[src/rtl/decode_stage_if.sv]
// Fetch/execute-facing bundle of the decode stage. The master is the fetch and
// execute side; the slave is the decode stage itself.
interface decode_stage_if;
  logic        f_valid;
  logic [31:0] f_pc;
  logic [31:0] f_inst;
  logic        f_ready;
  logic        e_stall;
  logic        e_clear;
  logic        d_valid;
  logic [31:0] d_pc;
  logic [31:0] d_npc;
  logic [31:0] d_inst;
  logic [31:0] d_imm;
  logic [4:0]  d_waddr;
  logic [4:0]  d_raddr1;
  logic [4:0]  d_raddr2;
  logic        d_wren;
  logic        d_rden1;
  logic        d_rden2;
  logic [11:0] d_caddr;
  logic [2:0]  d_funct3;
  logic [15:0] d_ctrl;
  logic        d_exception;
  logic [3:0]  d_ecause;
  logic [31:0] d_etval;

  modport master (
    output f_valid, f_pc, f_inst, e_stall, e_clear,
    input  f_ready, d_valid, d_pc, d_npc, d_inst, d_imm, d_waddr, d_raddr1,
           d_raddr2, d_wren, d_rden1, d_rden2, d_caddr, d_funct3, d_ctrl,
           d_exception, d_ecause, d_etval
  );

  modport slave (
    input  f_valid, f_pc, f_inst, e_stall, e_clear,
    output f_ready, d_valid, d_pc, d_npc, d_inst, d_imm, d_waddr, d_raddr1,
           d_raddr2, d_wren, d_rden1, d_rden2, d_caddr, d_funct3, d_ctrl,
           d_exception, d_ecause, d_etval
  );
endinterface

[src/rtl/decode_stage.sv]
// RV32IM decode stage: one pipeline register toward execute plus a one-entry
// skid buffer so a fetch response accepted during a stall is never dropped.
module decode_stage #(
  parameter logic [31:0] RESET_PC = 32'h0
) (
  input logic           clk,
  input logic           rst,
  decode_stage_if.slave bus
);

  typedef struct packed {
    logic        valid;
    logic [31:0] pc;
    logic [31:0] npc;
    logic [31:0] inst;
    logic [31:0] imm;
    logic [4:0]  waddr;
    logic [4:0]  raddr1;
    logic [4:0]  raddr2;
    logic        wren;
    logic        rden1;
    logic        rden2;
    logic [11:0] caddr;
    logic [2:0]  funct3;
    logic [15:0] ctrl;
    logic        exception;
    logic [3:0]  ecause;
    logic [31:0] etval;
  } stage_t;

  stage_t      stage_q, stage_d, loaded;
  logic        skid_full_q, skid_full_d;
  logic [31:0] skid_pc_q, skid_pc_d;
  logic [31:0] skid_inst_q, skid_inst_d;
  logic        f_ready_q, f_ready_d;

  logic [31:0] src_pc, src_inst, imm;
  logic [6:0]  opcode, funct7;
  logic [2:0]  funct3;
  logic [15:0] cls;
  logic        alu_reg, is_exc, transfer;

  // The skid entry is always older than anything fetch offers, so it decodes first.
  assign src_pc   = skid_full_q ? skid_pc_q   : bus.f_pc;
  assign src_inst = skid_full_q ? skid_inst_q : bus.f_inst;
  assign opcode   = src_inst[6:0];
  assign funct3   = src_inst[14:12];
  assign funct7   = src_inst[31:25];
  assign transfer = bus.f_valid & f_ready_q;

  always_comb begin
    cls = '0;
    case (opcode)
      7'b0110111: cls[0] = 1'b1;
      7'b0010111: cls[1] = 1'b1;
      7'b1101111: cls[2] = 1'b1;
      7'b1100111: cls[3] = (funct3 == 3'b000);
      7'b1100011: cls[4] = (funct3 != 3'b010) && (funct3 != 3'b011);
      7'b0000011: cls[5] = (funct3 inside {3'b000, 3'b001, 3'b010, 3'b100, 3'b101});
      7'b0100011: cls[6] = (funct3 <= 3'b010);
      7'b0010011: cls[7] = 1'b1;
      7'b0110011: begin
        if (funct7 == 7'b0000001) begin
          cls[14] = ~funct3[2];
          cls[15] = funct3[2];
        end else begin
          cls[7] = (funct7 == 7'b0000000) || (funct7 == 7'b0100000);
        end
      end
      7'b0001111: cls[9] = 1'b1;
      7'b1110011: begin
        if (funct3 == 3'b000) begin
          cls[10] = (src_inst == 32'h0000_0073);
          cls[11] = (src_inst == 32'h0010_0073);
          cls[12] = (src_inst == 32'h3020_0073);
          cls[13] = (src_inst == 32'h1050_0073);
        end else begin
          cls[8] = (funct3 != 3'b100);
        end
      end
      default: cls = '0;
    endcase
  end

  assign alu_reg = cls[7] & (opcode == 7'b0110011);
  assign is_exc  = (src_pc[1:0] != 2'b00) | (cls == 16'h0000);

  always_comb begin
    if (cls[3] | cls[5] | (cls[7] & ~alu_reg))
      imm = {{20{src_inst[31]}}, src_inst[31:20]};
    else if (cls[6])
      imm = {{20{src_inst[31]}}, src_inst[31:25], src_inst[11:7]};
    else if (cls[4])
      imm = {{19{src_inst[31]}}, src_inst[31], src_inst[7], src_inst[30:25], src_inst[11:8], 1'b0};
    else if (cls[0] | cls[1])
      imm = {src_inst[31:12], 12'h000};
    else if (cls[2])
      imm = {{11{src_inst[31]}}, src_inst[31], src_inst[19:12], src_inst[20], src_inst[30:21], 1'b0};
    else if (cls[8])
      imm = {27'h0, src_inst[19:15]};
    else
      imm = 32'h0;
  end

  // Masks select the classes that write rd (C1AF), read rs1 (C0F8), read rs2 (C050).
  always_comb begin
    loaded.valid     = 1'b1;
    loaded.pc        = src_pc;
    loaded.npc       = src_pc + 32'd4;
    loaded.inst      = src_inst;
    loaded.imm       = imm;
    loaded.waddr     = src_inst[11:7];
    loaded.raddr1    = src_inst[19:15];
    loaded.raddr2    = src_inst[24:20];
    loaded.wren      = ~is_exc & (src_inst[11:7] != 5'd0) & (|(cls & 16'hC1AF));
    loaded.rden1     = (|(cls & 16'hC0F8)) | (cls[8] & ~funct3[2]);
    loaded.rden2     = (|(cls & 16'hC050)) | alu_reg;
    loaded.caddr     = src_inst[31:20];
    loaded.funct3    = funct3;
    loaded.ctrl      = is_exc ? 16'h0000 : cls;
    loaded.exception = is_exc;
    loaded.ecause    = !is_exc ? 4'd0 : ((src_pc[1:0] != 2'b00) ? 4'd0 : 4'd2);
    loaded.etval     = !is_exc ? 32'h0 : ((src_pc[1:0] != 2'b00) ? src_pc : src_inst);
  end

  always_comb begin
    stage_d     = stage_q;
    skid_full_d = skid_full_q;
    skid_pc_d   = skid_pc_q;
    skid_inst_d = skid_inst_q;
    if (bus.e_clear) begin
      stage_d.valid     = 1'b0;
      stage_d.ctrl      = '0;
      stage_d.wren      = 1'b0;
      stage_d.exception = 1'b0;
      skid_full_d       = 1'b0;
    end else if (bus.e_stall) begin
      if (transfer) begin
        skid_full_d = 1'b1;
        skid_pc_d   = bus.f_pc;
        skid_inst_d = bus.f_inst;
      end
    end else if (skid_full_q | transfer) begin
      stage_d     = loaded;
      skid_full_d = 1'b0;
    end else begin
      stage_d.valid     = 1'b0;
      stage_d.ctrl      = '0;
      stage_d.wren      = 1'b0;
      stage_d.exception = 1'b0;
    end
    f_ready_d = ~skid_full_d;
  end

  always_ff @(posedge clk) begin
    if (rst) begin
      stage_q     <= '0;
      stage_q.pc  <= RESET_PC;
      stage_q.npc <= RESET_PC + 32'd4;
      skid_full_q <= 1'b0;
      skid_pc_q   <= '0;
      skid_inst_q <= '0;
      f_ready_q   <= 1'b1;
    end else begin
      stage_q     <= stage_d;
      skid_full_q <= skid_full_d;
      skid_pc_q   <= skid_pc_d;
      skid_inst_q <= skid_inst_d;
      f_ready_q   <= f_ready_d;
    end
  end

  assign bus.f_ready     = f_ready_q;
  assign bus.d_valid     = stage_q.valid;
  assign bus.d_pc        = stage_q.pc;
  assign bus.d_npc       = stage_q.npc;
  assign bus.d_inst      = stage_q.inst;
  assign bus.d_imm       = stage_q.imm;
  assign bus.d_waddr     = stage_q.waddr;
  assign bus.d_raddr1    = stage_q.raddr1;
  assign bus.d_raddr2    = stage_q.raddr2;
  assign bus.d_wren      = stage_q.wren;
  assign bus.d_rden1     = stage_q.rden1;
  assign bus.d_rden2     = stage_q.rden2;
  assign bus.d_caddr     = stage_q.caddr;
  assign bus.d_funct3    = stage_q.funct3;
  assign bus.d_ctrl      = stage_q.ctrl;
  assign bus.d_exception = stage_q.exception;
  assign bus.d_ecause    = stage_q.ecause;
  assign bus.d_etval     = stage_q.etval;

endmodule
[src/flat_wrapper.sv]
// flat-port wrapper written by rule: the top's interface ports become plain ports
module decode_stage_flat 
#(
  parameter logic [31:0] RESET_PC = 32'h0
)
  (clk, rst, bus_f_valid, bus_f_pc, bus_f_inst, bus_e_stall, bus_e_clear, bus_f_ready, bus_d_valid, bus_d_pc, bus_d_npc, bus_d_inst, bus_d_imm, bus_d_waddr, bus_d_raddr1, bus_d_raddr2, bus_d_wren, bus_d_rden1, bus_d_rden2, bus_d_caddr, bus_d_funct3, bus_d_ctrl, bus_d_exception, bus_d_ecause, bus_d_etval);
  decode_stage_if bus_i ();
  input logic clk;
  input logic rst;
  input wire logic [$bits(bus_i.f_valid)-1:0] bus_f_valid;
  input wire logic [$bits(bus_i.f_pc)-1:0] bus_f_pc;
  input wire logic [$bits(bus_i.f_inst)-1:0] bus_f_inst;
  input wire logic [$bits(bus_i.e_stall)-1:0] bus_e_stall;
  input wire logic [$bits(bus_i.e_clear)-1:0] bus_e_clear;
  output wire logic [$bits(bus_i.f_ready)-1:0] bus_f_ready;
  output wire logic [$bits(bus_i.d_valid)-1:0] bus_d_valid;
  output wire logic [$bits(bus_i.d_pc)-1:0] bus_d_pc;
  output wire logic [$bits(bus_i.d_npc)-1:0] bus_d_npc;
  output wire logic [$bits(bus_i.d_inst)-1:0] bus_d_inst;
  output wire logic [$bits(bus_i.d_imm)-1:0] bus_d_imm;
  output wire logic [$bits(bus_i.d_waddr)-1:0] bus_d_waddr;
  output wire logic [$bits(bus_i.d_raddr1)-1:0] bus_d_raddr1;
  output wire logic [$bits(bus_i.d_raddr2)-1:0] bus_d_raddr2;
  output wire logic [$bits(bus_i.d_wren)-1:0] bus_d_wren;
  output wire logic [$bits(bus_i.d_rden1)-1:0] bus_d_rden1;
  output wire logic [$bits(bus_i.d_rden2)-1:0] bus_d_rden2;
  output wire logic [$bits(bus_i.d_caddr)-1:0] bus_d_caddr;
  output wire logic [$bits(bus_i.d_funct3)-1:0] bus_d_funct3;
  output wire logic [$bits(bus_i.d_ctrl)-1:0] bus_d_ctrl;
  output wire logic [$bits(bus_i.d_exception)-1:0] bus_d_exception;
  output wire logic [$bits(bus_i.d_ecause)-1:0] bus_d_ecause;
  output wire logic [$bits(bus_i.d_etval)-1:0] bus_d_etval;
  assign bus_i.f_valid = bus_f_valid;
  assign bus_i.f_pc = bus_f_pc;
  assign bus_i.f_inst = bus_f_inst;
  assign bus_i.e_stall = bus_e_stall;
  assign bus_i.e_clear = bus_e_clear;
  assign bus_f_ready = bus_i.f_ready;
  assign bus_d_valid = bus_i.d_valid;
  assign bus_d_pc = bus_i.d_pc;
  assign bus_d_npc = bus_i.d_npc;
  assign bus_d_inst = bus_i.d_inst;
  assign bus_d_imm = bus_i.d_imm;
  assign bus_d_waddr = bus_i.d_waddr;
  assign bus_d_raddr1 = bus_i.d_raddr1;
  assign bus_d_raddr2 = bus_i.d_raddr2;
  assign bus_d_wren = bus_i.d_wren;
  assign bus_d_rden1 = bus_i.d_rden1;
  assign bus_d_rden2 = bus_i.d_rden2;
  assign bus_d_caddr = bus_i.d_caddr;
  assign bus_d_funct3 = bus_i.d_funct3;
  assign bus_d_ctrl = bus_i.d_ctrl;
  assign bus_d_exception = bus_i.d_exception;
  assign bus_d_ecause = bus_i.d_ecause;
  assign bus_d_etval = bus_i.d_etval;
  decode_stage #(.RESET_PC(RESET_PC)) u_core (.clk(clk), .rst(rst), .bus(bus_i));
endmodule
[config.mk]
export PLATFORM = sky130hd
export DESIGN_NAME = decode_stage_flat
export DESIGN_NICKNAME = d
export VERILOG_FILES = /design/src/rtl/decode_stage_if.sv /design/src/rtl/decode_stage.sv /design/src/flat_wrapper.sv
export SDC_FILE = /design/constraint.sdc
export NUM_CORES = 1
export LEC_CHECK = 0
export ABC_CLOCK_PERIOD_IN_PS = 4000
export CAP_MARGIN = 20
export CORE_ASPECT_RATIO = 1.75
export CORE_MARGIN = 8
export CORE_UTILIZATION = 35
export DETAILED_ROUTE_END_ITERATION = 8
export MAX_ROUTING_LAYER = met4
export PLACE_DENSITY_LB_ADDON = 0.2
export SYNTH_ARGS = -nofsm -noshare
export SYNTH_HDL_FRONTEND = slang
export SYNTH_SLANG_ARGS = --single-unit
[constraint.sdc]
create_clock -name clk -period 4 [get_ports clk]
set_clock_uncertainty 0.05 [all_clocks]
set_input_delay 0.8 -clock clk [delete_from_list [all_inputs] [get_ports clk]]
set_output_delay 0.8 -clock clk [all_outputs]
set_load 0.05 [all_outputs]
==> results of run 1 <==
[cell type report]
type                       count  area share (%)
antenna                        1          0.0161
clock buffer                  34            4.49
clock inverter                 8           0.940
inverter                      13           0.313
multi-input combinational   1030            38.7
sequential                   246            31.7
tap                          409            3.29
timing repair buffer         326            20.6
[worst max-delay path, cell delays in order (launching register included)]
cell      delay, ps
dfxtp_4         760
buf_4           360
nand2b_1        150
o22a_1          290
nor4b_2         130
a2111o_2        590
a21oi_1         700
a22o_1          240
[worst paths after layout]
path	startpoint	endpoint	slack [ps]	depth (start not counted)
worst max-delay path	u_core.skid_full_q	u_core.bus.d_imm[21]	640	7
worst max register to register	u_core.skid_full_q	u_core.bus.d_imm[21]	640	7
worst min register to register	u_core.bus.d_npc[5]	u_core.bus.d_npc[5]	400	2
worst min-delay path	u_core.bus.d_npc[5]	u_core.bus.d_npc[5]	400	2
[synth_stat cells (8+ instances only)]
master,number
nor2b_1,9
a22o_1,17
inv_1,13
nand2b_1,10
nor2_1,152
mux2i_1,43
buf_1,8
nand4_1,39
a22oi_1,11
nand2_1,213
a211oi_1,34
xnor2_1,8
dfxtp_1,246
a31oi_1,8
nor3_1,34
mux2_2,37
buf_2,23
buf_4,38
a21oi_1,181
and3_1,9
clkbuf_1,73
o21ai_0,62
nand3_1,32
[power by group through the flow]
| stage | logic, mW | clock network (mW) | registers, mW |
|---|---|---|---|
| final | 1.09 | 2.48 | 2.61 |
| after global routing | 1.15 | 2.62 | 2.62 |
| after CTS | 1.09 | 2.54 | 2.61 |
| after detailed placement | 1.09 | 0 | 2.66 |
| after global placement | 1.09 | 0 | 2.66 |
| after floorplan | 0.457 | 0 | 2.88 |
[flip-flops by register name, summed over array words and instances (netlist names), 10 cells and up]
name                count
u_core.bus.d_etval     32
u_core.bus.d_imm       32
u_core.bus.d_pc        30
u_core.skid_pc_q       32
u_core.skid_inst_q     32
u_core.bus.d_caddr     12
u_core.bus.d_npc       32
u_core.bus.d_inst      10
u_core.bus.d_ctrl      16
[metrics by stage]
step	cells	hold slack (ps)
floorplan	1438	383
global placement	2024	387
detailed placement	2024	393
CTS	2066	401
global route	2067	417
finish	2067	399
[per-layer routing]
metal / up-vias / GRT usage [%] / wire, um
met5: - / - / 0
met4: 0 / 10.9 / 2140
met3: 86 / 2.84 / 2100
met2: 359 / 40.6 / 23600
met1: 5309 / 23.9 / 17100
li1: 5466 / - / -
[logic make-up after synthesis]
logic type	Yosys count	synth area share, %
AND/OR/NAND/NOR	558	22.4
AO/OA/AOI/OAI	374	20.1
flip-flops	246	41.9
buffers and inverters	162	7.17
multiplexers	81	7.32
XOR/XNOR	13	0.968
adder cells (fa/ha/maj)	1	0.106
other	1	0.0319
==> impl_metrics.tcl, run 1 <==
set metrics [dict create \
    coreArea_um2 33400 \
    start_util_pct 35.2 \
    synth_edf_count 0 \
    dieArea_um2 40000 \
    die_w_um 155 \
    switchingPower_mw 1.79 \
    clk_pin_slew_ps 60 \
    seqCellArea_um2 4930 \
    setup_viol 0 \
    p_int_mw 4.38 \
    numCtsBuffers 25 \
    ys_seq_elements 246 \
    synth_top_area_share_pct 41.9 \
    wl_per_cell_um 21.7 \
    gp_congestion 0.902 \
    antenna_found_initial 1 \
    maxCapViolCount 0 \
    final_common_cell "clkdlybuf4s50_1" \
    slew-limit-headroom_pct 31.7 \
    ir_worst_vdd_mv 0.293 \
    fin_tns_setup_ps 0 \
    end_kind "register" \
    critical_path_class "reg -> reg" \
    final_cell_mix "280 x clkdlybuf4s50_1, 245 x dfxtp_1, 213 x nand2_1" \
    post_cts_resized 0 \
    cts_buffer_depth 3 \
    portBuffers 281 \
    clock_power_share_pct 40.1 \
    ys_warn_count 0 \
    seq_power_share_pct 42.3 \
    first_pass_iters 6 \
    cts.sinks 246 \
    dpl_cell_area_um2 14700 \
    cp_max_fo 50 \
    avgSynthCellArea_um2 8.19 \
    fin_area_um2 15600 \
    cp_data_arrival_time_ps 3780 \
    hp-class "reg -> reg" \
    rsz0062_at_grt "false" \
    wl_mm 45.0 \
    synth_ff_type "dfxtp_1" \
    root_buffer "clkbuf_16" \
    power_frac_comb_pct 17.6 \
    yosys.area.top_type "dfxtp_1" \
    synthCells 1436 \
    grtUsageTotal_pct 22.5 \
    leakagePower_nw 5.39 \
    grt_pass1_vias 11200 \
    worst_pin_slew_ps 1020 \
    tritoncts "done" \
    drc 0 \
    die_h_um 258 \
    max_freq_mhz 297 \
    drt_iter0_drc 595 \
    critPathLaunchType "register" \
    netlist_area_um2 11800 \
    postCtsSetupRepairBufs 0 \
    power_density_nw_per_um2 397 \
    hold_viol_final 0 \
    period_minus_slack_ps 3360 \
    clk-insertion-delay-late_ps 540 \
    synthTopCellsByArea "dfxtp_1 42%, a21oi_1 7.7%, nand2_1 6.8%, nor2_1 4.9%, mux2i_1 3.7%" \
    holdBufCountCts 0 \
    grt_max_degree 117 \
    ant_nets 0 \
    grt_pass1_wl_mm 68.4 \
    yosys.cell_types.count 84 \
    multi_input_area_um2 6020 \
    via_per_inst 5.43 \
    nFillCells 3348 \
    final_util_pct 46.6 \
    final_nets 1712 \
    final_max_slew_viol_count 0 \
    p_sw_share_pct 29.1 \
    layout-drive-gt1-share_pct 9.05 \
    rows 89 \
    io_pins 285 \
    period_share_pct 84.1 \
    vias 11200 \
    status "completed" \
    worst_slack_ps 638 \
    grt-ovfl-total 0 \
    synth-async-reset-ratio_pct 0 \
    pre_cts_slack_ps 322 \
    crit_required_ps 4420 \
    area_growth_pct 32.4 \
    power_mw 6.17 \
    dp_hpwl_mm 33.4 \
    synth-seq-area-share_pct 41.9 \
    ctsHtreeMaxLevel 1 \
]
Power figures use the tool's default switching activity.
==> run 2: changes to the inputs <==
--- a/config.mk
+++ b/config.mk
@@ -5,7 +5,7 @@
 export SDC_FILE = /design/constraint.sdc
 export NUM_CORES = 1
 export LEC_CHECK = 0
-export ABC_CLOCK_PERIOD_IN_PS = 4000
+export ABC_CLOCK_PERIOD_IN_PS = 3100
 export CAP_MARGIN = 20
 export CORE_ASPECT_RATIO = 1.75
 export CORE_MARGIN = 8
==> constraint.sdc (replaced) <==
create_clock -name clk -period 3.1 [get_ports clk]
set_clock_uncertainty 0.05 [all_clocks]
set_input_delay 0.62 -clock clk [delete_from_list [all_inputs] [get_ports clk]]
set_output_delay 0.62 -clock clk [all_outputs]
set_load 0.05 [all_outputs]
==> run 2 against run 1 <==
Clock-buffer cell count is 3 lower. First-iteration DRC count rose by 16%. Largest cell class unchanged. Utilization rose by 1.6 points.
==> impl_metrics.tcl, run 2 (synthesis results as in run 1) <==
set metrics [dict create \
    cp_max_fo 32 \
    tritoncts "done" \
    clk-insertion-delay-late_ps 550 \
    coreArea_um2 33400 \
    holdBufCountCts 0 \
    end_kind "register" \
    crit_slowest_cell "a21oi_1" \
    grtUsageTotal_pct 22.5 \
    setup_viol 0 \
    final_cell_mix "280 x clkdlybuf4s50_1, 245 x dfxtp_1, 213 x nand2_1" \
    vias 11500 \
    wl_mm 45.4 \
    dp_hpwl_mm 34.4 \
    grt_max_degree 56 \
    via_per_inst 5.40 \
    power_density_nw_per_um2 494 \
    ir_worst_vdd_mv 0.426 \
    fin_tns_setup_ps 0 \
    rows 89 \
    period_minus_slack_ps 2880 \
    final_util_pct 48.2 \
    hold_viol_final 0 \
    postCtsSetupRepairBufs 0 \
    portBuffers 281 \
    power_mw 7.96 \
    cp_data_arrival_time_ps 3320 \
    post_cts_resized 0 \
    numCtsBuffers 24 \
    area_growth_pct 37.0 \
    cts_buffer_depth 3 \
    layout-drive-gt1-share_pct 12.7 \
    crit_required_ps 3540 \
    io_pins 285 \
    dpl_cell_area_um2 15300 \
    gp_congestion 0.920 \
    critical_path_class "reg -> reg" \
    status "completed" \
    ant_nets 0 \
    cts.sinks 246 \
    fin_area_um2 16100 \
    start_util_pct 35.2 \
    die_h_um 258 \
    grt-ovfl-total 0 \
    grt_pass1_wl_mm 68.1 \
    final_common_cell "clkdlybuf4s50_1" \
    antenna_found_initial 3 \
    die_w_um 155 \
    crit_buf_inv 2 \
    root_buffer "clkbuf_16" \
    drt_iter0_drc 688 \
    worst_pin_slew_ps 877 \
    rsz0062_at_grt "false" \
    grt_pass1_vias 11100 \
    maxCapViolCount 0 \
    ctsHtreeMaxLevel 1 \
    first_pass_iters 5 \
    clk_pin_slew_ps 70 \
    wl_per_cell_um 21.3 \
    dieArea_um2 40000 \
    drc 0 \
    critical_path.top_delay_family "compound AO/OA/AOI/OAI gates" \
    max_stage_delay_ps 700 \
    crit_chain "buf_12 -> nor3_1 -> a22oi_1 -> buf_4 -> a21oi_2 -> a2111o_2 -> a21oi_1 -> a22o_1" \
    final_nets 1775 \
    hp-class "reg -> reg" \
    final_max_slew_viol_count 0 \
    critPathLaunchType "register" \
    leakagePower_nw 5.71 \
    slew-limit-headroom_pct 41.6 \
    period_share_pct 92.9 \
    max_freq_mhz 347 \
]
## run 2: cell count changes in the layout (fill, tap and decap cells not counted), sizes merged
| cell | before | now |
|---|---|---|
| clkinvlp | 1 | 3 |
| diode | 1 | 3 |
| clkbuf | 34 | 31 |
| bufinv | 4 | 3 |
| inv | 14 | 13 |
| clkinv | 2 | 7 |
| buf | 46 | 110 |
## run 2: power breakdown
| group | internal (mW) | switching, mW | total [mW] |
|---|---|---|---|
| combinational | 0.521 | 0.945 | 1.47 |
| clock | 1.80 | 1.32 | 3.13 |
| sequential | 3.28 | 0.0918 | 3.37 |
## run 2: layout make-up
cell class	count	area (um2)
clock buffers	31	677
fillers	3314	17300
diodes	3	7.51
inverters	13	48.8
well taps	409	512
clock inverters	13	163
flip-flops and latches	246	4930
multi-input cells	1030	6020
repair buffers	390	3750
## run 2: stage by stage
step,std cells,hold WS [ps],worst slack [ps]
floorplan,1438,383,51.0
global placement,2088,386,-160
detailed placement,2088,393,-204
CTS,2132,401,217
global route,2135,424,54.6
finish,2135,399,220
## run 2: routing by layer
metal	wire (um)	track usage (%)
met5	0	-
met4	2190	12.0
met3	2020	2.62
met2	23100	38.6
met1	18100	25.2
## run 2: final timing paths
check | start | to | slack, ps | cells after the start
worst max-delay path | u_core.skid_full_q | u_core.bus.d_imm[30] | 220 | 8
worst min register to register | u_core.bus.d_npc[7] | u_core.bus.d_npc[7] | 400 | 2
worst max register to register | u_core.skid_full_q | u_core.bus.d_imm[30] | 220 | 8
worst min-delay path | u_core.bus.d_npc[7] | u_core.bus.d_npc[7] | 400 | 2
## run 2: worst register-to-register path: stages (launching register included)
cell      delay [ps]
dfxtp_4          650
buf_12           220
nor3_1            50
a22oi_1          270
buf_4            170
a21oi_2           40
a2111o_2         450
a21oi_1          700
a22o_1           250
==> run 3: changes to the inputs <==
--- a/config.mk
+++ b/config.mk
@@ -7,12 +7,13 @@
 export LEC_CHECK = 0
 export ABC_CLOCK_PERIOD_IN_PS = 3100
 export CAP_MARGIN = 20
-export CORE_ASPECT_RATIO = 1.75
+export CORE_ASPECT_RATIO = 0.5
 export CORE_MARGIN = 8
 export CORE_UTILIZATION = 35
 export DETAILED_ROUTE_END_ITERATION = 8
 export MAX_ROUTING_LAYER = met4
 export PLACE_DENSITY_LB_ADDON = 0.2
+export SLEW_MARGIN = 20
 export SYNTH_ARGS = -nofsm -noshare
 export SYNTH_HDL_FRONTEND = slang
 export SYNTH_SLANG_ARGS = --single-unit
==> run 3 against run 2 <==
Sequential share of layout area about the same. Critical path depth unchanged. Fmax increased by 0.10%. Clock power about the same. Non-clock buffer count decreased by 5. Largest power group unchanged. Highest routed layer unchanged.
==> impl_metrics.tcl, run 3 (synthesis results as in run 1) <==
set metrics [dict create \
    cp_data_arrival_time_ps 3240 \
    hold_viol_final 0 \
    drt_iter0_drc 979 \
    rsz0062_at_grt "false" \
    switchingPower_mw 2.37 \
    layout.cells.non_filler 2161 \
    worst_slack_ps 223 \
    first_pass_iters 7 \
    hp-class "reg -> reg" \
    grtUsageTotal_pct 22.8 \
    max_freq_mhz 348 \
    grt_pass1_wl_mm 70.4 \
    antenna_found_initial 2 \
    drc 0 \
    start_util_pct 35.6 \
    top_layer "met4" \
    clk-insertion-delay-late_ps 540 \
    gp_congestion 0.940 \
    leakagePower_nw 5.69 \
    maxCapViolCount 0 \
    vias 11800 \
    dp_hpwl_mm 35.4 \
    portBuffers 281 \
    period_minus_slack_ps 2880 \
    root_buffer "clkbuf_16" \
    ir_worst_vdd_mv 0.387 \
    grt_max_degree 81 \
    numCtsBuffers 24 \
    grt_pass1_vias 11300 \
    slew-limit-headroom_pct 38.1 \
    via_per_inst 5.45 \
    final_nets 1770 \
    ctsHtreeMaxLevel 1 \
    wl_met3_mm 2.93 \
    power_density_nw_per_um2 496 \
    clock_power_share_pct 39.3 \
    cts.sinks 246 \
    tritoncts "done" \
    setup_viol 0 \
    die_w_um 275 \
    critical_path_class "reg -> reg" \
    final_util_pct 48.7 \
    period_share_pct 92.8 \
    power_frac_comb_pct 18.4 \
    dieArea_um2 40100 \
    final_max_slew_viol_count 0 \
    layout-drive-gt1-share_pct 12.4 \
    seq_power_share_pct 42.2 \
    coreArea_um2 33000 \
    die_h_um 146 \
    clk_pin_slew_ps 60 \
    ant_nets 0 \
    final_cell_mix "280 x clkdlybuf4s50_1, 245 x dfxtp_1, 213 x nand2_1" \
    worst_pin_slew_ps 925 \
    hold_slack_ps 408 \
    p_int_mw 5.62 \
    dp_cells 2115 \
    cts_buffer_depth 3 \
    p_sw_share_pct 29.7 \
    grt-ovfl-total 0 \
    crit_required_ps 3470 \
    dr_wl_met2_mm 21.7 \
    met1Wirelength_mm 21.0 \
    power_mw 7.99 \
    end_kind "register" \
    wl_mm 47.0 \
    wl_per_cell_um 21.7 \
    final_common_cell "clkdlybuf4s50_1" \
    pre_cts_slack_ps -285 \
    status "completed" \
    critPathLaunchType "register" \
    cp_max_fo 36 \
    area_growth_pct 36.8 \
    rows 47 \
    io_pins 285 \
]
[run 3: cell types whose count changed in the layout (fill, tap and decap cells not counted), moves of 2 or more]
cell / delta
buf_12: -2
buf_4: -3
clkbuf_1: +3
clkinv_2: -2
[run 3: critical path, cell delays in order (launching register included)]
cell and delay, ps:
dfxtp_4 670, buf_4 400, mux2i_1 360, nand4_1 180, a211oi_1 440, o211ai_2 190, buf_12 220, nand4_1 120
a31oi_1 80
[run 3: power groups by stage]
stage	sequential [mW]	clock (mW)	combinational [mW]
after floorplan	3.72	0	0.591
after global placement	3.44	0	1.45
after detailed placement	3.44	0	1.46
after CTS	3.37	3.19	1.47
after global routing	3.38	3.32	1.55
final	3.37	3.14	1.47
[run 3: timing repair]
| action | 4_1_cts | 5_1_grt |
|---|---|---|
| endpoints found under the setup margin | 0 | 11 |
| buffers inserted | 0 | 0 |
| resized for setup | 0 | 1 |
| hold buffers | 0 | 0 |
| hold endpoints to repair | 0 | 0 |
[run 3: per-layer routing]
layer	vias up	GRT usage [%]
met3	65	4.00
met4	0	6.46
li1	5609	-
met5	-	-
met1	5711	29.9
met2	397	36.0
[run 3: worst paths after layout]
kind | slack (ps) | depth (start not counted) | from | end
min | 410 | 2 | u_core.skid_pc_q[20] | u_core.skid_pc_q[20]
min reg2reg | 410 | 2 | u_core.skid_pc_q[20] | u_core.skid_pc_q[20]
max | 220 | 8 | u_core.skid_full_q | u_core.bus.d_etval[25]
max reg2reg | 220 | 8 | u_core.skid_full_q | u_core.bus.d_etval[25]
[run 3: layout make-up]
type / instances / area (um2)
diodes: 2 / 5.00
repair buffers: 385 / 3690
inverters: 13 / 48.8
clock buffers: 35 / 702
multi-input cells: 1030 / 6030
flip-flops and latches: 246 / 4930
fillers: 3217 / 17000
clock inverters: 9 / 136
well taps: 441 / 552
[run 3: stage by stage]
stage,setup TNS [ps],instance area [um2]
5_1_grt,0,16100
2_1_floorplan,0,11800
3_5_place_dp,-3000,15200
6_report,0,16100
4_1_cts,0,16100
3_3_place_gp,-2270,15200
